**src/rtl/biriscv_issue_sched_pkg.sv**
```systemverilog
// Shared definitions for the issue scheduler: state encodings and the
// instruction register-field positions used by the pair hazard check.
package biriscv_issue_sched_pkg;

  typedef enum logic [1:0] {
    ST_RUN       = 2'd0,
    ST_DIV_WAIT  = 2'd1,
    ST_CSR_DRAIN = 2'd2
  } sched_state_t;

  localparam int REG_W   = 5;
  localparam int RD_LSB  = 7;
  localparam int RS1_LSB = 15;
  localparam int RS2_LSB = 20;

  function automatic logic [REG_W-1:0] rd_of(input logic [31:0] instr);
    return instr[RD_LSB +: REG_W];
  endfunction

  function automatic logic [REG_W-1:0] rs1_of(input logic [31:0] instr);
    return instr[RS1_LSB +: REG_W];
  endfunction

  function automatic logic [REG_W-1:0] rs2_of(input logic [31:0] instr);
    return instr[RS2_LSB +: REG_W];
  endfunction

endpackage

```
**src/rtl/biriscv_issue_hazard.sv**
```systemverilog
// Combinational check deciding whether the younger slot may issue in the
// same cycle as the older one (structural, serialising and RAW/WAW rules).
module biriscv_issue_hazard
  import biriscv_issue_sched_pkg::*;
(
  input  logic [REG_W-1:0] slot0_rd_i,
  input  logic [REG_W-1:0] slot1_rd_i,
  input  logic [REG_W-1:0] slot1_rs1_i,
  input  logic [REG_W-1:0] slot1_rs2_i,
  input  logic             slot0_lsu_i,
  input  logic             slot0_mul_i,
  input  logic             slot0_div_i,
  input  logic             slot0_csr_i,
  input  logic             slot0_branch_i,
  input  logic             slot0_vector_i,
  input  logic             slot0_rd_valid_i,
  input  logic             slot0_invalid_i,
  input  logic             slot0_fault_i,
  input  logic             slot1_lsu_i,
  input  logic             slot1_mul_i,
  input  logic             slot1_div_i,
  input  logic             slot1_csr_i,
  input  logic             slot1_branch_i,
  input  logic             slot1_vector_i,
  input  logic             slot1_rd_valid_i,
  input  logic             slot1_invalid_i,
  input  logic             slot1_fault_i,
  output logic             pair_block_o
);

  logic structural;
  logic serialising;
  logic reg_dep;

  always_comb begin
    structural  = (slot0_lsu_i & slot1_lsu_i) | (slot0_mul_i & slot1_mul_i) |
                  (slot0_branch_i & slot1_branch_i);
    // Any of these must issue alone so the pipeline sees them in isolation
    serialising = slot0_div_i | slot1_div_i | slot0_csr_i | slot1_csr_i |
                  slot0_vector_i | slot1_vector_i | slot0_invalid_i |
                  slot1_invalid_i | slot0_fault_i | slot1_fault_i;
    reg_dep     = slot0_rd_valid_i && (slot0_rd_i != '0) &&
                  ((slot0_rd_i == slot1_rs1_i) || (slot0_rd_i == slot1_rs2_i) ||
                   (slot1_rd_valid_i && (slot0_rd_i == slot1_rd_i)));
    pair_block_o = structural | serialising | reg_dep;
  end

endmodule

```
**src/rtl/biriscv_issue_sched.sv**
```systemverilog
// Dual-slot issue scheduler: zero-latency accept generation, divider and
// CSR issue blackouts, and vector-queue credit accounting.
module biriscv_issue_sched
  import biriscv_issue_sched_pkg::*;
#(
  parameter int DUAL_ISSUE       = 1,
  parameter int VEC_CREDITS      = 4,
  parameter int CSR_DRAIN_CYCLES = 3
)
(
  input  logic        clk_i,
  input  logic        rst_i,
  input  logic        slot0_valid_i,
  input  logic [31:0] slot0_instr_i,
  input  logic        slot0_lsu_i,
  input  logic        slot0_mul_i,
  input  logic        slot0_div_i,
  input  logic        slot0_csr_i,
  input  logic        slot0_branch_i,
  input  logic        slot0_vector_i,
  input  logic        slot0_rd_valid_i,
  input  logic        slot0_invalid_i,
  input  logic        slot0_fault_i,
  input  logic        slot1_valid_i,
  input  logic [31:0] slot1_instr_i,
  input  logic        slot1_lsu_i,
  input  logic        slot1_mul_i,
  input  logic        slot1_div_i,
  input  logic        slot1_csr_i,
  input  logic        slot1_branch_i,
  input  logic        slot1_vector_i,
  input  logic        slot1_rd_valid_i,
  input  logic        slot1_invalid_i,
  input  logic        slot1_fault_i,
  input  logic        stall_i,
  input  logic        branch_request_i,
  input  logic        div_done_i,
  input  logic        vec_done_i,
  output logic        slot0_accept_o,
  output logic        slot1_accept_o,
  output logic [3:0]  vec_credits_o,
  output logic        busy_o
);

  localparam logic [3:0] VEC_MAX    = 4'(VEC_CREDITS);
  localparam logic [2:0] DRAIN_LOAD = 3'(CSR_DRAIN_CYCLES);

  sched_state_t state_q, state_d;
  logic [2:0]   drain_q, drain_d;
  logic [3:0]   credits_q, credits_d;
  logic         div_done_q, div_done_d;
  logic         pair_block, issue_ok, vec0_ok, vec1_ok;
  logic         div_issue, csr_issue, vec_issue, credit_ret;
  logic         unused_instr_bits;

  assign unused_instr_bits = ^{slot0_instr_i[31:12], slot0_instr_i[6:0],
                               slot1_instr_i[31:25], slot1_instr_i[14:12], slot1_instr_i[6:0]};

  biriscv_issue_hazard u_hazard (
    .slot0_rd_i      (rd_of(slot0_instr_i)),
    .slot1_rd_i      (rd_of(slot1_instr_i)),
    .slot1_rs1_i     (rs1_of(slot1_instr_i)),
    .slot1_rs2_i     (rs2_of(slot1_instr_i)),
    .slot0_lsu_i     (slot0_lsu_i),
    .slot0_mul_i     (slot0_mul_i),
    .slot0_div_i     (slot0_div_i),
    .slot0_csr_i     (slot0_csr_i),
    .slot0_branch_i  (slot0_branch_i),
    .slot0_vector_i  (slot0_vector_i),
    .slot0_rd_valid_i(slot0_rd_valid_i),
    .slot0_invalid_i (slot0_invalid_i),
    .slot0_fault_i   (slot0_fault_i),
    .slot1_lsu_i     (slot1_lsu_i),
    .slot1_mul_i     (slot1_mul_i),
    .slot1_div_i     (slot1_div_i),
    .slot1_csr_i     (slot1_csr_i),
    .slot1_branch_i  (slot1_branch_i),
    .slot1_vector_i  (slot1_vector_i),
    .slot1_rd_valid_i(slot1_rd_valid_i),
    .slot1_invalid_i (slot1_invalid_i),
    .slot1_fault_i   (slot1_fault_i),
    .pair_block_o    (pair_block)
  );

  // When slot0 is empty, slot1 is the oldest and issues under slot0's rules
  always_comb begin
    issue_ok       = (state_q == ST_RUN) && !stall_i && !branch_request_i && !rst_i;
    vec0_ok        = !slot0_vector_i || (credits_q != '0);
    vec1_ok        = !slot1_vector_i || (credits_q != '0);
    slot0_accept_o = issue_ok && slot0_valid_i && vec0_ok;
    if (slot0_valid_i)
      slot1_accept_o = (DUAL_ISSUE != 0) && slot0_accept_o && slot1_valid_i &&
                       !pair_block && vec1_ok;
    else
      slot1_accept_o = issue_ok && slot1_valid_i && vec1_ok;
    div_issue  = (slot0_accept_o & slot0_div_i) | (slot1_accept_o & slot1_div_i);
    csr_issue  = (slot0_accept_o & slot0_csr_i) | (slot1_accept_o & slot1_csr_i);
    vec_issue  = (slot0_accept_o & slot0_vector_i) | (slot1_accept_o & slot1_vector_i);
    credit_ret = vec_done_i && (credits_q != VEC_MAX);
  end

  always_comb begin
    state_d    = state_q;
    drain_d    = drain_q;
    div_done_d = div_done_q;
    credits_d  = credits_q - {3'b000, vec_issue} + {3'b000, credit_ret};
    case (state_q)
      ST_RUN: begin
        div_done_d = 1'b0;
        if (div_issue) begin
          state_d = ST_DIV_WAIT;
        end else if (csr_issue) begin
          state_d = ST_CSR_DRAIN;
          drain_d = DRAIN_LOAD;
        end
      end
      // Writeback seen last cycle releases the wait one cycle later
      ST_DIV_WAIT: begin
        if (div_done_q) begin
          state_d    = ST_RUN;
          div_done_d = 1'b0;
        end else if (div_done_i) begin
          div_done_d = 1'b1;
        end
      end
      ST_CSR_DRAIN: begin
        if (branch_request_i || (drain_q <= 3'd1)) begin
          state_d = ST_RUN;
          drain_d = '0;
        end else begin
          drain_d = drain_q - 3'd1;
        end
      end
      default: state_d = ST_RUN;
    endcase
  end

  always_ff @(posedge clk_i) begin
    if (rst_i) begin
      state_q    <= ST_RUN;
      drain_q    <= '0;
      credits_q  <= VEC_MAX;
      div_done_q <= 1'b0;
    end else begin
      state_q    <= state_d;
      drain_q    <= drain_d;
      credits_q  <= credits_d;
      div_done_q <= div_done_d;
    end
  end

  assign vec_credits_o = credits_q;
  assign busy_o        = (state_q != ST_RUN);

endmodule

```
**config.mk**
```make
export PLATFORM = sky130hd
export DESIGN_NAME = biriscv_issue_sched
export DESIGN_NICKNAME = d
export VERILOG_FILES = /design/src/rtl/biriscv_issue_sched_pkg.sv /design/src/rtl/biriscv_issue_hazard.sv /design/src/rtl/biriscv_issue_sched.sv
export SDC_FILE = /design/constraint.sdc
export NUM_CORES = 1
export LEC_CHECK = 0
export CORE_MARGIN = 5
export CORE_UTILIZATION = 26
export DETAILED_ROUTE_END_ITERATION = 10
export GPL_ROUTABILITY_DRIVEN = 1
export HOLD_SLACK_MARGIN = 0.12
export PLACE_DENSITY = 0.78
export SLEW_MARGIN = 30
export SYNTH_ARGS = -nofsm -noshare
export SYNTH_HDL_FRONTEND = slang
export SYNTH_SLANG_ARGS = --single-unit
```
**constraint.sdc**
```tcl
create_clock -name clk_i -period 2.97 [get_ports clk_i]
set_clock_uncertainty 0.2 [all_clocks]
set_input_delay 0.594 -clock clk_i [delete_from_list [all_inputs] [get_ports clk_i]]
set_output_delay 0.594 -clock clk_i [all_outputs]
set_load 0.01 [all_outputs]
```
# Yosys cells after proc, flatten, opt, wreduce, memory -nomap -nowiden
# Index checks and enable logic that the tools add are counted.
# word_totals
mem_bits_rw	0
out_inout_bits	7
register_bits	10
mem_count	0
input_bits	90
latch_bits	0
romBits	0
# classes
reduce_logical	33
n_bitwise	25
addsub	3
n_div	0
n_shift	0
mul	0
n_lt_le_gt_ge	1
eq_ne	11
mux	13
# op_table
op	count
$or A1 B1 Y1	16
$eq A5 B5 Y1	3
$logic_and A1 B1 Y1	14
$and A1 B1 Y1	9
$mux W3	3
$mux W2	4
$ne A2 B2 Y1 const B	4
$logic_not A1 Y1	6
$pmux W2 S3	1
$pmux W3 S2	1
$reduce_and A3 Y1	2
$reduce_bool A2 Y1	3
$logic_or A1 B1 Y1	5
$reduce_bool A5 Y1	1
$add A4 B1 Y4	1
$ne A4 B3 Y1 const B	1
$reduce_bool A4 Y1	1
$sub A4 B1 Y4	1
$le A3 B1 Y1 const B	1
$mux W1	3
$ne A3 B3 Y1 const B	1
$sub A3 B1 Y3 const B	1
$eq A2 B1 Y1 const B	1
$eq A2 B2 Y1 const B	1
2 further kinds	2

# Depth between registers and ports, before layout
# Gate-level depths: netlist (run 1).
# logic_depth
depth_word	20
depth_mapped	15
depth_no_buf	15

# Modules after synthesis
# Synthesis (run 1) repeated with hierarchy kept, for this count alone.
# hier_totals
hier_cells	122
area_unflattened_um2	978.4
# modules_own_cells
module	instances	seq_area_each_um2	cells_each	area_per_inst_um2
biriscv_issue_sched	1	200.2	93	757.0
biriscv_issue_hazard	1	0.0	29	221.5

# Worst setup path after synthesis (run 1)
# No wires, ideal clock.
# synth_path
path_type	input -> register
start	input port rst_i
end	register credits_q[2] (netlist: vec_credits_o[2])
cell_stages	13
arrival_ps	2741
required_time_ps	2655
slack_ps	-87
path_cell_list	buf_6 nor3_1 and4_4 nor2b_4 a31oi_1 nand2_1 a22o_1 ha_1 inv_1 ha_1 fa_1 xnor2_1 nand2_1
# synth_between
elab_chain_len	12
word_cells_on_any_way	15
classes_between	add/sub (2); mux (1); bitwise (3); reduce/logical (9)
# synth_rtl
item	line_no	text
start: declaration	biriscv_issue_sched.sv:12	input logic rst_i,
$logic_not A1 Y1 (*)	biriscv_issue_sched.sv:87	issue_ok = (state_q == ST_RUN) && !stall_i && !branch_request_i && !rst_i;
$logic_and A1 B1 Y1 (*)	biriscv_issue_sched.sv:87	
$logic_and A1 B1 Y1 (2 in series)	biriscv_issue_sched.sv:90	slot0_accept_o = issue_ok && slot0_valid_i && vec0_ok;
$logic_and A1 B1 Y1 (2 in series)	biriscv_issue_sched.sv:92	slot1_accept_o = (DUAL_ISSUE != 0) && slot0_accept_o && slot1_valid_i &&
$logic_and A1 B1 Y1	biriscv_issue_sched.sv:93	!pair_block && vec1_ok;
$mux W1 (*)	biriscv_issue_sched.sv:91	if (slot0_valid_i)
named net slot1_accept_o	biriscv_issue_sched.sv:40	output logic slot1_accept_o,
$and A1 B1 Y1 (*)	biriscv_issue_sched.sv:98	vec_issue = (slot0_accept_o & slot0_vector_i) | (slot1_accept_o & slot1_vector_i);
$or A1 B1 Y1 (*)	biriscv_issue_sched.sv:98	
$sub A4 B1 Y4 (*)	biriscv_issue_sched.sv:106	credits_d = credits_q - {3'b000, vec_issue} + {3'b000, credit_ret};
$add A4 B1 Y4 (*)	biriscv_issue_sched.sv:106	
end signal: assignment	biriscv_issue_sched.sv:147	credits_q <= credits_d;
end: declaration	biriscv_issue_sched.sv:50	logic [3:0] credits_q, credits_d;
# The timed path passes the listed nets; every way through them passes the cells marked *.
# A chain may end at the register's enable or synchronous reset.

# Worst setup path after layout (run 1)
# layout_path
start	input port slot0_valid_i
end	output port slot0_accept_o
# layout_between
elab_chain_len	2
# layout_rtl
item	line_no	text
start: declaration	biriscv_issue_sched.sv:13	input logic slot0_valid_i,
$logic_and A1 B1 Y1 (2 in series)	biriscv_issue_sched.sv:90	
end: declaration	biriscv_issue_sched.sv:39	output logic slot0_accept_o,
# Every way passes these cells.

==> results.tsv, run 1 <==
stage	metric	value	unit
die	die_w	69.11	microns
timing	timing.final.crit_share	97.46	%
clock_tree	cts_max_level	1	
yosys	yosysSeqAreaShare	22.04	%
pwr	intPower	0.5179	mW
worst_setup_path	end_kind	primary output	
yosys	synth.area.top_cells	dfxtp_1, xnor2_1, ha_1, nand2_1, inv_1	
pwr	switching_share	37.86	%
worst_setup_path	r2r-start	vec_credits_o[2]	
hold_path	min_delay_path_depth	2	
placed_design	place_inst	221	
timing	timing.hold.ws	0.3226	ns
worst_setup_path	startpoint_type	primary input	
hold_path	min_to	div_done_q	
timing	slew_headroom	77.87	%
yosys	synth_edf_count	0	
timing	hold_viol	0	
yosys	synth_top_area_share	22.04	%
hold_path	min_path_type	register to register	
placed_design	placement.cell_area	0.001605	sq mm
die	rows	21	
yosys	synth.most_common_cell	xnor2_1	
clock_tree	clk_path_buf_depth	2	
pwr	power	0.8335	mW
timing	drv_slew	0	
clock_tree	cts.clk_slew.worst_paths	0.07	ns
pwr	power_frac_seq	25.3	%
route	wire_per_inst	12.88	microns
worst_setup_path	critPathKind	primary input to primary output	
die	start_util	27.01	%
global_route	grt_remaining_overflow	0	
layout	drive_gt1_share	28.33	%
global_route	grt_pass1_vias	1011	
worst_setup_path	cpMaxStageDelayCell	clkdlybuf4s50_1	
route	route.detailed.drc	0	
die	die_h	69.11	microns
pwr	switchingPower	0.3155	mW
layout	diodes	0	
yosys	yosysTopAreaCell	dfxtp_1	
yosys	syn_nets	208	
route	via_per_inst	4.597	
layout	fillCellCount	337	
pwr	leakage	0.7511	nW
worst_setup_path	critical_path_required	2.18	ns
worst_setup_path	cp_num_buf_inv	4	
yosys	synthCells	109	
timing	fmax	345.5	MHz
worst_setup_path	reg2reg_slack	0.13	ns
global_route	grt_pass1_wl	4547	microns
worst_setup_path	critical_path.top_delay_family	buffers and inverters	
worst_setup_path	crit_fanout	4	
worst_setup_path	worstReg2RegEnd	vec_credits_o[1]	
placed_design	gp_congestion	0.8190	
worst_setup_path	arrival	2.10	ns
pwr	p_clk_share	15.0	%
route	wl	2912	microns
yosys	synth.distinct_cells	39	
yosys	ys_seq_elements	10	
hold_path	hold_path_startpoint	div_done_q	
layout	syn_to_final_growth	88.84	%
route	ant_nets	0	
yosys	synthArstFlopShare	0	%
global_route	grt.total_usage	11.37	%
clock_tree	cts_tree	done	
global_route	antenna_found_initial	0	
worst_setup_path	startpoint	slot0_valid_i	
yosys	synth.avg_cell_area	8.334	sq um
timing	setup_violations	0	
pwr	power_density	485.9	mW/mm^2
timing	min_period	2.895	ns
timing	tightest_slew	0.3312	ns
worst_setup_path	worst_r2r_path_depth	13	
layout	fin_cells	226	
die	dieArea	0.004776	sq mm
pwr	p_comb_share	59.7	%
die	ios	97	
run_status	outcome	complete, no violations	
yosys	yosysWarnings	0	
route	drtIter0Drc	20	
layout	design_area	0.001715	sq mm
worst_setup_path	path_cells	clkdlybuf4s50_1, buf_4, and4_4, buf_4, clkdlybuf4s50_1	
die	core	0.003363	sq mm
clock_tree	clockRootBuffer	clkbuf_4	
placed_design	io_buffers	52	
placed_design	dpl.hpwl	2358	microns
route	first_pass_iters	4	
yosys	ys.flop_type	dfxtp_1	
clock_tree	clock_latency	0.27	ns
worst_setup_path	max_stage_delay	0.53	ns
pwr	ir_drop	0.0003473	V
yosys	ys_top_cells_by_count	xnor2_1, nand2_1, inv_1	
global_route	grt_max_degree	9	
layout	final_nets	280	
flow_run	drv_cap	0	
clock_tree	clock_sinks	10	
yosys	netlist_area	908.4	sq um
route	num_vias	1039	
clock_tree	numCtsBuffers	3	
==> worst register-to-register path: cells and delay by family, from the launching register on <==
| kind | cells | cell delay (ns) |
|---|---|---|
| adders and majority gates | 4 | 1.12 |
| AOI/OAI and AO/OA | 2 | 0.40 |
| buffers and inverters | 3 | 0.24 |
| DFF | 1 | 0.33 |
| and+or+nand+nor | 4 | 0.50 |
==> registers in the layout, indices dropped and copies added, names as in the netlist <==
| name | count |
|---|---|
| vec_credits_o | 4 |
| div_done_q | 1 |
| drain_q | 3 |
| state_q | 2 |
==> cell usage in the layout, fill, tap and decap left out, types with 5 or more instances in the layout <==
| master | n |
|---|---|
| clkdlybuf4s50_1 | 19 |
| dfxtp_1 | 9 |
| dlymetal6s2s_1 | 8 |
| ha_1 | 5 |
| buf_4 | 16 |
| dlygate4sd2_1 | 19 |
| clkbuf_2 | 6 |
| xnor2_1 | 17 |
| nand2_1 | 12 |
| nor2_1 | 7 |
| inv_1 | 9 |
==> timing repair <==
item,CTS,global route
hold buffers,0,0
hold endpoints to repair,0,0
gates resized for setup,37,30
pin swaps,27,20
buffers inserted,1,1
setup endpoints to repair,5,4
==> how the worst max path moves through the flow <==
stage	end	slack, ns	cells past startpoint
4_1_cts	vec_credits_o[1]	0.001	11
6_report	slot0_accept_o	0.08	5
5_1_grt	vec_credits_o[1]	-0.001	13
3_5_place_dp	vec_credits_o[2]	-0.61	13
2_1_floorplan	vec_credits_o[2]	0.02	13
3_3_place_gp	vec_credits_o[2]	-0.57	13
==> cell type report <==
cell class | count | area [sq um] | share of cell area [%]
Clock buffer | 4 | 36.28 | 2.115
Inverter | 11 | 41.29 | 2.407
Multi-Input combinational cell | 87 | 772.0 | 45.00
Sequential cell | 10 | 201.4 | 11.74
Tap cell | 46 | 57.56 | 3.355
Timing Repair Buffer | 68 | 606.8 | 35.38
==> stage by stage <==
step                      worst slack [ns]  setup TNS [ns]  util (%)
after detailed placement           -0.6100          -2.498     47.73
after CTS                        0.0009621               0     49.63
after global placement             -0.5688          -2.314     47.73
final                              0.07530               0     51.00
after global routing             -0.001173       -0.001173     51.00
after floorplan                    0.02151               0         -
==> metal layers <==
metal	global-route usage (%)	vias up	share of wire, %
met5	0	-	0
met4	1.952	0	0.48
met3	3.052	2	5.1
met2	20.13	32	52
met1	13.81	477	42
li1	-	528	-
==> cells by family (layout without fill, tap and decap cells) <==
family | count (synthesis) | after routing | synth area share, %
AO/OA/AOI/OAI | 23 | 23 | 20.25
adder cells (fa/ha/maj) | 9 | 9 | 13.22
buffers and inverters | 12 | 83 | 5.785
XOR/XNOR | 17 | 17 | 16.39
AND/OR/NAND/NOR | 38 | 38 | 22.31
flip-flops | 10 | 10 | 22.04
==> power by group through the flow <==
stage          clock, mW  combinational [mW]  sequential [mW]
6_report           0.125               0.497            0.211
5_1_grt            0.135               0.554            0.219
2_1_floorplan          0               0.261            0.211
3_3_place_gp           0               0.447            0.206
3_5_place_dp           0               0.462            0.209
4_1_cts            0.128               0.467            0.206
No activity file was read; power rests on OpenSTA's default activity.
==> run 2: changes to the inputs <==
--- a/config.mk
+++ b/config.mk
@@ -7,6 +7,7 @@
 export LEC_CHECK = 0
 export CORE_MARGIN = 5
 export CORE_UTILIZATION = 26
+export CTS_BUF_LIST = sky130_fd_sc_hd__clkbuf_16
 export DETAILED_ROUTE_END_ITERATION = 10
 export GPL_ROUTABILITY_DRIVEN = 1
 export HOLD_SLACK_MARGIN = 0.12
==> results.tsv, run 2 (synthesis gave the netlist of run 1 again) <==
stage	metric	value	unit
run_status	outcome	complete, no violations	
placed_design	dpl.hpwl	2358	microns
worst_setup_path	cpMaxStageDelayCell	clkdlybuf4s50_1	
clock_tree	clock_latency	0.23	ns
layout	final_nets	280	
timing	timing.final.crit_share	98.54	%
layout	final_common_cell	dlygate4sd2_1	
global_route	grt_max_degree	9	
die	die_h	69.11	microns
layout	syn_to_final_growth	95.18	%
clock_tree	cts_max_level	1	
layout	diodes	0	
die	ios	97	
timing	timing.hold.ws	0.3128	ns
placed_design	gp_congestion	0.8190	
global_route	grt_pass1_vias	1016	
clock_tree	numCtsBuffers	3	
worst_setup_path	end_kind	primary output	
clock_tree	clock_sinks	10	
worst_setup_path	reg2reg_slack	0.13	ns
placed_design	placement.cell_area	0.001605	sq mm
timing	setup_violations	0	
pwr	leakage	0.7724	nW
layout	largest_reg_flops	4	
clock_tree	postCtsHoldBufs	0	
layout	fin_cells	226	
layout	layout_common_cells	dlygate4sd2_1, buf_4, xnor2_1, clkdlybuf4s50_1, nand2_1	
clock_tree	cts.clk_slew.worst_paths	0.04	ns
route	via_per_inst	4.580	
route	route.detailed.drc	0	
pwr	ir_drop	0.0003379	V
die	start_util	27.01	%
die	rows	21	
placed_design	io_buffers	52	
layout	design_area	0.001773	sq mm
layout	drive_gt1_share	30.56	%
worst_setup_path	max_stage_delay	0.53	ns
global_route	grt_remaining_overflow	0	
flow_run	drv_cap	0	
route	ant_nets	0	
route	num_vias	1035	
route	wire_per_inst	13.18	microns
global_route	grt_pass1_wl	4719	microns
worst_setup_path	critPathKind	primary input to primary output	
worst_setup_path	crit_fanout	4	
timing	hold_viol	0	
route	first_pass_iters	4	
route	wl	2979	microns
placed_design	place_inst	221	
pwr	power_density	541.8	mW/mm^2
hold_path	min_path_type	register to register	
timing	min_period	2.927	ns
timing	tightest_slew	0.3338	ns
timing	fmax	341.7	MHz
die	core	0.003363	sq mm
timing	rsz0062_at_grt	yes	
die	dieArea	0.004776	sq mm
timing	slew_headroom	77.70	%
clock_tree	clockRootBuffer	clkbuf_16	
route	drtIter0Drc	27	
timing	drv_slew	0	
worst_setup_path	critical_path_required	2.18	ns
worst_setup_path	startpoint_type	primary input	
clock_tree	clk_path_buf_depth	2	
worst_setup_path	path_cells	clkdlybuf4s50_1, buf_4, and4_2, buf_4, clkdlybuf4s50_1	
global_route	antenna_found_initial	0	
clock_tree	cts_tree	done	
die	die_w	69.11	microns
global_route	grt.total_usage	11.78	%
worst_setup_path	arrival	2.13	ns
run 2: what timing repair did:
action | in CTS | in global routing
setup endpoints to repair | 5 | 3
pin swaps | 34 | 24
buffers inserted | 1 | 1
gates resized for setup | 49 | 30
run 2: worst max-delay path: cells and delay by family:
| family | cells | cell delay (ns) |
|---|---|---|
| buffers and inverters | 4 | 1.29 |
| and+or+nand+nor | 1 | 0.25 |
run 2: metal layers:
layer | part of all wire (%) | global-route usage (%) | up-vias
li1 | - | - | 527
met1 | 42 | 14.67 | 478
met2 | 52 | 20.55 | 28
met3 | 4.9 | 3.052 | 2
met4 | 0.54 | 1.952 | 0
met5 | 0 | 0 | -
run 2: final cells by class:
class                   count  area, sq um
clock buffers               3        75.07
flip-flops and latches     10        200.2
clock inverters             1        3.754
well taps                  46        57.56
fillers                   337         1590
repair buffers             68        589.3
multi-input cells          87        805.8
inverters                  11        41.29
run 2: through the flow:
stage	utilization, %	setup WS [ns]	setup TNS [ns]	total power [mW]
2_1_floorplan	-	0.02151	0	0.4720
3_3_place_gp	47.73	-0.5688	-2.314	0.6534
3_5_place_dp	47.73	-0.6100	-2.498	0.6712
4_1_cts	50.78	0.01082	0	0.9134
5_1_grt	52.72	-0.004171	-0.004171	1.038
6_report	52.72	0.04349	0	0.9606
run 2: power breakdown:
group / switching, mW / internal [mW] / total [mW]
Combinational: 0.236 / 0.275 / 0.511
Sequential: 0.0367 / 0.175 / 0.212
Clock: 0.0615 / 0.176 / 0.238
run 2: path summary, 6_finish.rpt:
kind	startpoint	endpoint	cells after the start
max	slot0_valid_i	slot0_accept_o	5
min reg2reg	div_done_q	div_done_q	2
min	div_done_q	div_done_q	2
max reg2reg	vec_credits_o[2]	vec_credits_o[1]	13
==> run 3: changes to the inputs <==
--- a/config.mk
+++ b/config.mk
@@ -5,6 +5,7 @@
 export SDC_FILE = /design/constraint.sdc
 export NUM_CORES = 1
 export LEC_CHECK = 0
+export CAP_MARGIN = 10
 export CORE_MARGIN = 5
 export CORE_UTILIZATION = 26
 export CTS_BUF_LIST = sky130_fd_sc_hd__clkbuf_16
==> results of run 3 <==
Final layout, timing and power as in run 2 (identical DEF).
